`src/rtl/soc_system_sysid_ext_if.sv`:
```
// -----------------------------------------------------------------------------
// soc_system_sysid_ext_if
// Avalon-MM slave bundle for the system-identification block.
//   address        word address, ADDR_W bits      (master -> slave)
//   read / write   request strobes                (master -> slave)
//   writedata      32-bit write data              (master -> slave)
//   readdata       32-bit read data               (slave -> master)
//   readdatavalid  read-response strobe           (slave -> master)
// There is no waitrequest: the slave accepts every request in its own cycle.
// -----------------------------------------------------------------------------
interface soc_system_sysid_ext_if #(
  parameter int ADDR_W = 5
);
  logic [ADDR_W-1:0] address;
  logic              read;
  logic              write;
  logic [31:0]       writedata;
  logic [31:0]       readdata;
  logic              readdatavalid;

  modport slave (
    input  address,
    input  read,
    input  write,
    input  writedata,
    output readdata,
    output readdatavalid
  );

  modport master (
    output address,
    output read,
    output write,
    output writedata,
    input  readdata,
    input  readdatavalid
  );
endinterface

```
`src/rtl/soc_system_sysid_ext.sv`:
```
// -----------------------------------------------------------------------------
// soc_system_sysid_ext
// System-identification slave: ID and build-timestamp words, a table of
// build-info words, a software scratch register, and a free-running 64-bit
// uptime counter whose high word is captured into a snapshot whenever the low
// word is read, so software sees both halves from one counter sample.
// Read data is returned through a fixed-latency pipeline of READ_LATENCY
// stages and flagged by readdatavalid.
//
// Ports:
//   clock    single clock
//   reset_n  asynchronous active-low reset
//   bus      Avalon-MM slave (address/read/write/writedata in,
//            readdata/readdatavalid out)
//
// Word map: 0 ID, 1 timestamp, 2 scratch (rw), 3 uptime low (write clears),
//           4 uptime high snapshot, 5 capability, 6.. info words, others 0.
//
// UPTIME_INIT is the counter reset value; it stays 0 in a real system and only
// exists so a simulation can start near a wrap point.
// -----------------------------------------------------------------------------
module soc_system_sysid_ext #(
  parameter logic [31:0] ID_VALUE     = 32'hACD5_1302,
  parameter logic [31:0] TIMESTAMP    = 32'h5430_5DB9,
  parameter int          NUM_INFO     = 2,
  parameter logic [(NUM_INFO > 0 ? 32*NUM_INFO : 32)-1:0] INFO_WORDS = '0,
  parameter logic [31:0] SCRATCH_INIT = 32'h0000_0000,
  parameter int          READ_LATENCY = 1,
  parameter int          ADDR_W       = 5,
  parameter logic [63:0] UPTIME_INIT  = 64'h0000_0000_0000_0000
) (
  input  logic                 clock,
  input  logic                 reset_n,
  soc_system_sysid_ext_if.slave bus
);

  localparam logic [ADDR_W-1:0] A_ID      = ADDR_W'(0);
  localparam logic [ADDR_W-1:0] A_TSTAMP  = ADDR_W'(1);
  localparam logic [ADDR_W-1:0] A_SCRATCH = ADDR_W'(2);
  localparam logic [ADDR_W-1:0] A_UPTIME  = ADDR_W'(3);
  localparam logic [ADDR_W-1:0] A_SNAP    = ADDR_W'(4);
  localparam logic [ADDR_W-1:0] A_CAP     = ADDR_W'(5);
  localparam int                INFO_BASE = 6;

  localparam logic [31:0] CAPABILITY = {8'h00, 8'(NUM_INFO), 12'h000, 4'(READ_LATENCY)};

  // request decode
  logic        rd_acc_s;
  logic        wr_acc_s;
  logic [31:0] addr_ext_s;
  logic [31:0] rdata_s;

  // register state
  logic [31:0] scratch_q, scratch_d;
  logic [63:0] uptime_q, uptime_d;
  logic [31:0] snap_q, snap_d;

  // read pipeline, stage 0 is loaded at the acceptance edge
  logic [READ_LATENCY-1:0]       pipe_v_q, pipe_v_d;
  logic [READ_LATENCY-1:0][31:0] pipe_d_q, pipe_d_d;

  // A simultaneous read wins; the write in that cycle is dropped.
  assign rd_acc_s   = bus.read;
  assign wr_acc_s   = bus.write & ~bus.read;
  assign addr_ext_s = 32'(bus.address);

  // Read-data mux over the register map, from state before the acceptance edge
  always_comb begin
    rdata_s = 32'h0000_0000;
    case (bus.address)
      A_ID:      rdata_s = ID_VALUE;
      A_TSTAMP:  rdata_s = TIMESTAMP;
      A_SCRATCH: rdata_s = scratch_q;
      A_UPTIME:  rdata_s = uptime_q[31:0];
      A_SNAP:    rdata_s = snap_q;
      A_CAP:     rdata_s = CAPABILITY;
      default: begin
        // info table; unmapped addresses keep the 0 default
        for (int k = 0; k < NUM_INFO; k++) begin
          rdata_s = (addr_ext_s == 32'(INFO_BASE + k)) ? INFO_WORDS[32*k +: 32] : rdata_s;
        end
      end
    endcase
  end

  // Next-state for scratch, uptime counter and snapshot
  always_comb begin
    scratch_d = scratch_q;
    uptime_d  = uptime_q + 64'd1;
    snap_d    = snap_q;

    if (wr_acc_s && (bus.address == A_SCRATCH)) begin
      scratch_d = bus.writedata;
    end else begin
      scratch_d = scratch_q;
    end

    // a write to the uptime word makes the counter read 0 in the next cycle
    if (wr_acc_s && (bus.address == A_UPTIME)) begin
      uptime_d = 64'h0000_0000_0000_0000;
    end else begin
      uptime_d = uptime_q + 64'd1;
    end

    // capture the high word from the same sample the low-word read returns
    if (rd_acc_s && (bus.address == A_UPTIME)) begin
      snap_d = uptime_q[63:32];
    end else begin
      snap_d = snap_q;
    end
  end

  // Register state update
  always_ff @(posedge clock or negedge reset_n) begin
    if (!reset_n) begin
      scratch_q <= SCRATCH_INIT;
      uptime_q  <= UPTIME_INIT;
      snap_q    <= 32'h0000_0000;
    end else begin
      scratch_q <= scratch_d;
      uptime_q  <= uptime_d;
      snap_q    <= snap_d;
    end
  end

  // Read pipeline shift: stage 0 takes the new response, later stages follow
  always_comb begin
    pipe_v_d    = pipe_v_q;
    pipe_d_d    = pipe_d_q;
    pipe_v_d[0] = rd_acc_s;
    pipe_d_d[0] = rd_acc_s ? rdata_s : 32'h0000_0000;
    for (int s = 1; s < READ_LATENCY; s++) begin
      pipe_v_d[s] = pipe_v_q[s-1];
      pipe_d_d[s] = pipe_d_q[s-1];
    end
  end

  // Read pipeline registers; reset discards anything in flight
  always_ff @(posedge clock or negedge reset_n) begin
    if (!reset_n) begin
      pipe_v_q <= '0;
      pipe_d_q <= '0;
    end else begin
      pipe_v_q <= pipe_v_d;
      pipe_d_q <= pipe_d_d;
    end
  end

  assign bus.readdatavalid = pipe_v_q[READ_LATENCY-1];
  assign bus.readdata      = pipe_d_q[READ_LATENCY-1];

endmodule

```
`src/flat_wrapper.sv`:
```
// flat-port wrapper written by rule: the top's interface ports become plain ports
module soc_system_sysid_ext_flat 
#(
  parameter logic [31:0] ID_VALUE     = 32'hACD5_1302,
  parameter logic [31:0] TIMESTAMP    = 32'h5430_5DB9,
  parameter int          NUM_INFO     = 2,
  parameter logic [(NUM_INFO > 0 ? 32*NUM_INFO : 32)-1:0] INFO_WORDS = '0,
  parameter logic [31:0] SCRATCH_INIT = 32'h0000_0000,
  parameter int          READ_LATENCY = 1,
  parameter int          ADDR_W       = 5,
  parameter logic [63:0] UPTIME_INIT  = 64'h0000_0000_0000_0000
)
  (clock, reset_n, bus_address, bus_read, bus_write, bus_writedata, bus_readdata, bus_readdatavalid);
  soc_system_sysid_ext_if #(.ADDR_W(ADDR_W)) bus_i ();
  input  logic clock;
  input  logic reset_n;
  input wire logic [$bits(bus_i.address)-1:0] bus_address;
  input wire logic [$bits(bus_i.read)-1:0] bus_read;
  input wire logic [$bits(bus_i.write)-1:0] bus_write;
  input wire logic [$bits(bus_i.writedata)-1:0] bus_writedata;
  output wire logic [$bits(bus_i.readdata)-1:0] bus_readdata;
  output wire logic [$bits(bus_i.readdatavalid)-1:0] bus_readdatavalid;
  assign bus_i.address = bus_address;
  assign bus_i.read = bus_read;
  assign bus_i.write = bus_write;
  assign bus_i.writedata = bus_writedata;
  assign bus_readdata = bus_i.readdata;
  assign bus_readdatavalid = bus_i.readdatavalid;
  soc_system_sysid_ext #(.ID_VALUE(ID_VALUE), .TIMESTAMP(TIMESTAMP), .NUM_INFO(NUM_INFO), .INFO_WORDS(INFO_WORDS), .SCRATCH_INIT(SCRATCH_INIT), .READ_LATENCY(READ_LATENCY), .ADDR_W(ADDR_W), .UPTIME_INIT(UPTIME_INIT)) u_core (.clock(clock), .reset_n(reset_n), .bus(bus_i));
endmodule
```
`config.mk`:
```
export PLATFORM = sky130hd
export DESIGN_NAME = soc_system_sysid_ext_flat
export DESIGN_NICKNAME = d
export VERILOG_FILES = /design/src/rtl/soc_system_sysid_ext_if.sv /design/src/rtl/soc_system_sysid_ext.sv /design/src/flat_wrapper.sv
export SDC_FILE = /design/constraint.sdc
export NUM_CORES = 1
export LEC_CHECK = 0
export CORE_ASPECT_RATIO = 1.2
export CORE_MARGIN = 1.5
export CORE_UTILIZATION = 55
export CTS_BUF_LIST = sky130_fd_sc_hd__clkbuf_16
export DETAILED_ROUTE_END_ITERATION = 6
export HOLD_SLACK_MARGIN = 0.12
export PLACE_DENSITY = 0.78
export SLEW_MARGIN = 20
export SYNTH_ARGS = -nofsm -noshare
export SYNTH_HDL_FRONTEND = slang
export SYNTH_SLANG_ARGS = --single-unit
```
`constraint.sdc`:
```
create_clock -name clock -period 3.4 [get_ports clock]
set_clock_uncertainty 0.15 [all_clocks]
set_input_delay 0.34 -clock clock [delete_from_list [all_inputs] [get_ports clock]]
set_output_delay 0.34 -clock clock [all_outputs]
set_load 0.02 [all_outputs]
```
## Word-level counts from Yosys, hierarchy flattened

Index checks and enable logic that the tools add are counted.

| operators by class | value |
|---|---|
| add/sub/neg operators | 1 |
| equal/unequal tests | 5 |
| multiplexer cells | 3 |
| bitwise operators | 2 |
| reductions and logical operators | 4 |

Operators with widths:

| cell | number |
|---|---|
| case mux 32 bit (6 select lines) | 1 |
| adder 64 x 1 -> 64 bit, second input constant | 1 |
| two-way mux 64 bit | 1 |
| two-way mux 32 bit | 1 |
| equality test 5 x 2 -> 1 bit, second input constant | 2 |
| equality test 5 x 3 -> 1 bit, second input constant | 2 |
| equality test 5 x 1 -> 1 bit, second input constant | 1 |
| logical NOT 5 bit | 1 |
| logical AND 1 bit | 3 |
| bitwise AND 1 bit | 1 |
| NOT 1 bit | 1 |

| storage, ports and cells | value |
|---|---|
| flip-flop bits (word level) | 161 |
| input bits | 41 |
| output and inout bits | 33 |
| logic and storage cells | 20 |

## Longest topological paths before layout

Gate-level depths: netlist of run 1.

| logic depth | value |
|---|---|
| word-level depth | 4 |
| depth in mapped cells | 7 |
| depth with buffers taken out | 6 |

## Least setup slack after synthesis of run 1

OpenSTA, ideal clock, no wires.

| timing | value |
|---|---|
| path type | reg2reg |
| start point | reg u_core.uptime_q[0] |
| end point | reg u_core.uptime_q[30] |
| library setup time | 132 ps |
| data arrival time | 1718 ps |
| required time | 3118 ps |
| setup slack | 1400 ps |
| stages on the path, launching flop included | 8 |
| path buffers | 1 |
| clock period less this slack | 2000 ps |
| path through | dfrtp_1 -> ha_1 -> nand2_1 -> or3_1 -> buf_2 -> nor4_2 -> xnor2_1 -> nor2_1 |

| on the way | value |
|---|---|
| longest elaborated chain between the ends | 2 |

RTL lines:

| item | RTL line | text |
|---|---|---|
| start, declared | soc_system_sysid_ext.sv:55 | `logic [63:0] uptime_q, uptime_d;` |
| start signal, assigned | soc_system_sysid_ext.sv:121 | `uptime_q <= uptime_d;` |
| adder 64 x 1 -> 64 bit | -- |  |
| two-way mux 64 bit | soc_system_sysid_ext.sv:99 | `if (wr_acc_s && (bus.address == A_UPTIME)) begin` |
| named net u_core.uptime_d[30] | soc_system_sysid_ext.sv:55 |  |

The timed path passes the listed nets, and every way through them passes these cells.
A chain may end at the register's enable or synchronous reset.

## Worst setup path in the final report of run 1

| timing | value |
|---|---|
| start point | reg u_core.uptime_q[0] |
| end point | reg u_core.uptime_q[54] |

The elaborated chain is that of the path after synthesis.

==> results of run 1 <==
[cell families (layout without fill, tap and decap cells)]
family | after synthesis | count (layout) | share of synthesized area (%)
AND/OR/NAND/NOR | 235 | 235 | 18.3
flip-flops | 161 | 161 | 55.5
AO/OA/AOI/OAI | 108 | 108 | 9.29
multiplexers | 64 | 64 | 9.91
buffers and inverters | 39 | 116 | 2.38
XOR/XNOR | 37 | 37 | 4.46
adder cells (fa/ha/maj) | 1 | 1 | 0.172
[layer usage]
layer  wire length [µm]  track usage, %  up-vias
li1                   -               -     2485
met5                  0               0        -
met4                469            11.5        0
met2               9130            46.1      252
met1               7120            35.6     2843
met3               1220            4.61       45
[what timing repair did]
action | CTS | global route
hold buffers | 1 | 0
endpoints found under the setup margin | 0 | 0
hold endpoints to repair | 58 | 0
[cells in the final DEF (no fill, tap or decap), drive strengths merged, types with 2 or more instances in the layout]
cell,instances
and3,11
mux2,63
clkdlybuf4s50,72
a22oi,19
nor4,11
clkbuf,17
xor2,17
nor2b,3
nand3,28
nand4,29
o21ai,26
nand3b,2
inv,5
nor3,10
a31oi,19
clkinv,5
buf,10
a222oi,11
a21oi,31
nand2,43
or3,29
dfrtp,161
nor2,55
and2,5
bufinv,5
and4,6
xnor2,20
[final cells by class]
class,instances,share of cell area (%)
inverters,3,0.128
repair buffers,83,9.65
clock inverters,13,2.21
multi-input cells,445,34.9
well taps,164,2.34
flip-flops and latches,161,45.9
clock buffers,17,4.85
[worst max path at each step]
stage                                  start                    to  slack [ns]  depth (start not counted)
after global routing      u_core.uptime_q[0]   u_core.uptime_q[54]        0.72                          6
after detailed placement      bus_address[3]  u_core.scratch_q[28]        0.74                          6
after CTS                 u_core.uptime_q[0]   u_core.uptime_q[54]        0.94                          6
after global placement        bus_address[4]  u_core.scratch_q[29]        0.84                          6
final                     u_core.uptime_q[0]   u_core.uptime_q[54]        0.90                          6
after floorplan           u_core.uptime_q[0]   u_core.uptime_q[30]        1.40                          7
[power by group]
group          switching [mW]  leakage (nW)  total, mW  internal (mW)
Clock                   0.730         0.307       2.01           1.28
Sequential              0.439          2.01       2.70           2.26
Combinational           0.333          1.27      0.675          0.342
[sequential cells by signal, indices dropped and copies added, names as in the netlist]
| signal | flops |
|---|---|
| u_core.snap_q | 32 |
| u_core.bus.readdatavalid | 1 |
| u_core.bus.readdata | 32 |
| u_core.uptime_q | 64 |
| u_core.scratch_q | 32 |
[synth_stat cells]
cell        n
dfrtp_1   161
mux2_2     63
nor2_1     55
nand2_1    43
a21oi_1    31
or3_1      29
nand3_1    26
o21ai_0    26
nand4_1    24
clkbuf_1   20
xnor2_1    20
a22oi_1    19
a31oi_1    19
xor2_1     17
a222oi_1   11
and3_1     11
buf_2       8
nor3_1      7
nor4_1      7
and2_1      5
and4_1      4
buf_1       4
inv_1       3
nand4_2     3
nor2b_1     3
nor3_4      3
nor4_2      3
buf_4       2
nand3_2     2
nand3b_1    2
nand4_4     2
a221oi_1    1
a32oi_1     1
and3b_1     1
and4_2      1
and4_4      1
and4b_1     1
buf_6       1
clkbuf_2    1
ha_1        1
mux2i_1     1
nor4_4      1
or2_2       1
[worst max-delay path: stages, from the launching register on]
cell and delay (ns):
dfrtp_1 0.44, ha_1 0.27, nand2_1 0.17, nor3_4 0.44
nand4_2 0.35, or3_1 0.46, a21oi_1 0.15
[metrics by stage]
step           total power, mW  hold WS (ns)  util [%]  instances  worst slack [ns]
5_1_grt                   5.60         0.347      68.7        886             0.720
6_report                  5.39         0.312      68.7        886             0.902
3_5_place_dp              3.36         0.209      63.7        855             0.736
2_1_floorplan             3.04        -0.106         -        645              1.40
4_1_cts                   5.39         0.331      68.7        886             0.937
3_3_place_gp              3.30         0.198      63.7        855             0.842
==> results.json, run 1 <==
{
  "final_max_slew_viol_count": 0,
  "ant_nets": 0,
  "hold_viol": 0,
  "r2r-end": "u_core.uptime_q[54]",
  "drcViolationCount": 2,
  "io-pin-count": 74,
  "period_needed_ns": 2.50,
  "synth_warnings": 0,
  "area_delta_synth_final_pct": 20.8,
  "p_leak_nw": 3.58,
  "synthCells": 645,
  "grt_usage_pct": 27.5,
  "drt_iter0_drc": 557,
  "drt_pass1_iterations": 7,
  "arrival_ns": 2.70,
  "numClockSinks": 161,
  "power_density_nw_per_um2": 614,
  "core.rowCount": 45,
  "rsz0062_at_grt": "false",
  "antenna_found_initial": 0,
  "first_global_vias": 5612,
  "cts.clk_slew.worst_paths_ns": 0.06,
  "violations": "design-rule violations",
  "fin_nets": 753,
  "cts_root_buf": "clkbuf_16",
  "seq_area_frac_synth_pct": 55.5,
  "yosys_register_bits": 161,
  "fin_tns_setup_ns": 0,
  "synth_top_area_cell": "dfrtp_1",
  "final_area_um2": 8770,
  "reg2reg_depth": 6,
  "synth_area_leaders": "dfrtp_1, mux2_2, nor2_1",
  "clockBufferDepth": 2,
  "start_util_pct": 56.8,
  "place_hpwl_um": 11900,
  "avgRoutedWirePerCell_um": 20.2,
  "hp-class": "input port to asynchronous set/reset pin",
  "port_buffers": 73,
  "outcome": "complete, but fails checks",
  "setup_viol": 0,
  "drive_above_1_share_pct": 16.5,
  "finalCritPeriodShare_pct": 73.5,
  "cp-end-kind": "flip-flop",
  "r2r_start": "u_core.uptime_q[0]",
  "cts_resized": 0,
  "wirelength_um": 17900,
  "antennaDiodeCount": 0,
  "relSlewSlack_pct": 42.4,
  "placed_cell_area_um2": 8150,
  "drv_cap": 0,
  "reg2reg_slack_ns": 0.90,
  "avgSynthCellArea_um2": 11.3,
  "worst_pin_slew_ns": 0.856,
  "cp_data_required_time_ns": 3.60,
  "cts_tree": "yes",
  "syn_nets": 687,
  "vias": 5625,
  "yosys.area.top_type_share_pct": 55.5,
  "chipWidth_um": 108,
  "dieHeight_um": 129,
  "cp-start-kind": "flip-flop",
  "critPathMaxFanout": 15,
  "vias_per_cell": 6.35,
  "synth_cell_types": 43,
  "numCtsBuffers": 17,
  "vdd_ir_drop_max_mv": 0.370,
  "clk_latency_ns": 0.42,
  "path_class": "flip-flop to flip-flop",
  "max_freq_mhz": 400,
  "grt_max_degree": 72,
  "htreeDepth": 4,
  "grt_pass1_wl_um": 29000,
  "gp_congestion": 0.908,
  "die-area_um2": 13900,
  "syn_area_um2": 7260,
  "post_cts_buffers": 0,
  "grt.overflow.total": 0,
  "fillers": 926,
  "multi_input_area_um2": 3060,
  "core_area_um2": 12800,
  "register_area_um2": 4030
}
(Power assumes the default switching activity.)
==> run 2: changes to the inputs <==
--- a/config.mk
+++ b/config.mk
@@ -7,11 +7,11 @@
 export LEC_CHECK = 0
 export CORE_ASPECT_RATIO = 1.2
 export CORE_MARGIN = 1.5
-export CORE_UTILIZATION = 55
+export CORE_UTILIZATION = 51
 export CTS_BUF_LIST = sky130_fd_sc_hd__clkbuf_16
 export DETAILED_ROUTE_END_ITERATION = 6
 export HOLD_SLACK_MARGIN = 0.12
-export PLACE_DENSITY = 0.78
+export PLACE_DENSITY = 0.76
 export SLEW_MARGIN = 20
 export SYNTH_ARGS = -nofsm -noshare
 export SYNTH_HDL_FRONTEND = slang
==> constraint.sdc (replaced) <==
create_clock -name clock -period 2.2 [get_ports clock]
set_clock_uncertainty 0.15 [all_clocks]
set_input_delay 0.22 -clock clock [delete_from_list [all_inputs] [get_ports clock]]
set_output_delay 0.22 -clock clock [all_outputs]
set_load 0.02 [all_outputs]
==> results.json, run 2 (same netlist as run 1, synthesis figures left out) <==
{
  "drcViolationCount": 11,
  "instances_no_fill": 958,
  "p_leak_nw": 3.89,
  "drt_pass1_iterations": 7,
  "core.rowCount": 47,
  "ant_nets": 0,
  "numClockSinks": 161,
  "violations": "design-rule violations",
  "first_global_vias": 6115,
  "hp-class": "input port to asynchronous set/reset pin",
  "htreeDepth": 4,
  "arrival_ns": 2.34,
  "grt_max_degree": 44,
  "largest_register_ffs": 64,
  "grt_usage_pct": 27.2,
  "cts_root_buf": "clkbuf_16",
  "cp-end-kind": "flip-flop",
  "placed_cells": 918,
  "dieHeight_um": 134,
  "core_area_um2": 13900,
  "drive_above_1_share_pct": 23.4,
  "outcome": "complete, but fails checks",
  "finalCritPeriodShare_pct": 97.9,
  "rsz0062_at_grt": "false",
  "area_delta_synth_final_pct": 28.3,
  "grt.overflow.total": 0,
  "period_needed_ns": 2.15,
  "layout_common_cells": "dfrtp_1, clkdlybuf4s50_1, buf_4, mux2_2, nor2_1",
  "io-pin-count": 74,
  "place_hpwl_um": 13400,
  "top_layer": "met4",
  "drt_iter0_drc": 703,
  "met2_length_um": 10200,
  "fillers": 976,
  "endpoint": "u_core.uptime_q[51]",
  "antenna_found_initial": 0,
  "r2r_start": "u_core.uptime_q[30]",
  "chipWidth_um": 112,
  "drv_cap": 0,
  "gp_congestion": 0.957,
  "antennaDiodeCount": 0,
  "reg2reg_slack_ns": 0.05,
  "port_buffers": 73,
  "path_class": "flip-flop to flip-flop",
  "power_density_nw_per_um2": 908,
  "startpoint": "u_core.uptime_q[30]",
  "clk_latency_ns": 0.42,
  "wirelength_um": 19700,
  "wl_met1_um": 7630,
  "worst_pin_slew_ns": 0.512,
  "r2r-end": "u_core.uptime_q[51]",
  "clockBufferDepth": 2,
  "reg2reg_depth": 6,
  "cp_data_required_time_ns": 2.39,
  "vias_per_cell": 6.22,
  "cp-start-kind": "flip-flop",
  "die-area_um2": 15000,
  "regMostFlops": "u_core.uptime_q",
  "critPathMaxFanout": 6,
  "grt_pass1_wl_um": 31600,
  "final_max_slew_viol_count": 0,
  "avgRoutedWirePerCell_um": 20.5,
  "cts.clk_slew.worst_paths_ns": 0.06,
  "max_freq_mhz": 464,
  "numCtsBuffers": 17,
  "hold_ws_ns": 0.146,
  "cts_tree": "yes",
  "relSlewSlack_pct": 65.9,
  "fin_nets": 816,
  "start_util_pct": 52.3,
  "setup_viol": 0,
  "met3_length_um": 1300,
  "vdd_ir_drop_max_mv": 0.629,
  "hold_viol": 0,
  "layout_commonest_cell": "dfrtp_1",
  "vias": 5963
}
-- run 2: cell count changes in the layout (fill, tap and decap cells not counted), moves of 2 or more --
cell	delta
nand3_1	-2
nand3_2	+2
nor4_2	+2
nor4_1	-2
buf_4	+58
inv_1	+2
bufinv_16	-2
clkinvlp_4	+2
clkinv_1	+3
clkinv_2	-3
buf_12	+5
-- run 2: worst min path at each step --
stage / start / end / cells past startpoint
detailed placement: reset_n / u_core.uptime_q[36] / 1
CTS: reset_n / u_core.snap_q[2] / 2
global route: reset_n / u_core.snap_q[2] / 2
finish: reset_n / u_core.snap_q[2] / 2
floorplan: reset_n / u_core.bus.readdata[0] / 0
global placement: reset_n / u_core.uptime_q[38] / 1
-- run 2: timing repair --
item | 4_1_cts | 5_1_grt
buffers inserted | 0 | 7
resized for setup | 1 | 6
pin swaps | 0 | 5
endpoints found under the setup margin | 1 | 18
hold buffers | 1 | 0
endpoints found under the hold margin | 161 | 0
-- run 2: critical path, cell delays in order, from the launching register on --
cell     delay [ns]
dfrtp_1        0.37
nand4_1        0.20
buf_4          0.23
nor2_1         0.22
nand4_1        0.30
or3_1          0.44
a21oi_1        0.16
-- run 2: power breakdown --
| part | internal, mW | leakage [nW] | switching (mW) |
|---|---|---|---|
| logic | 0.781 | 1.61 | 0.798 |
| clock network | 1.75 | 0.283 | 1.13 |
| registers | 3.49 | 2.01 | 0.503 |
| total | 6.03 | 3.89 | 2.43 |
-- run 2: area by class of cell --
class | count | area [µm²] | share of cell area (%)
clock inverters | 15 | 153 | 1.64
well taps | 171 | 214 | 2.30
inverters | 3 | 11.3 | 0.121
clock buffers | 17 | 425 | 4.57
flip-flops and latches | 161 | 4030 | 43.3
repair buffers | 146 | 1380 | 14.8
multi-input cells | 445 | 3100 | 33.3
-- run 2: stage by stage --
step | power, mW | area, µm² | utilization, % | setup slack (ns) | TNS [ns]
after floorplan | 4.69 | 7260 | - | 0.200 | 0
after global placement | 5.40 | 8640 | 62.2 | 0.0929 | 0
after detailed placement | 5.52 | 8640 | 62.2 | -0.0264 | -0.0264
after CTS | 8.42 | 9230 | 66.5 | 0.00596 | 0
after global routing | 8.81 | 9320 | 67.1 | 0.00369 | 0
final | 8.45 | 9320 | 67.1 | 0.0454 | 0
-- run 2: per-layer routing --
| layer | GRT usage (%) | vias to the layer above |
|---|---|---|
| li1 | - | 2612 |
| met1 | 33.7 | 3015 |
| met2 | 46.1 | 280 |
| met3 | 5.23 | 56 |
| met4 | 12.7 | 0 |
| met5 | 0 | - |
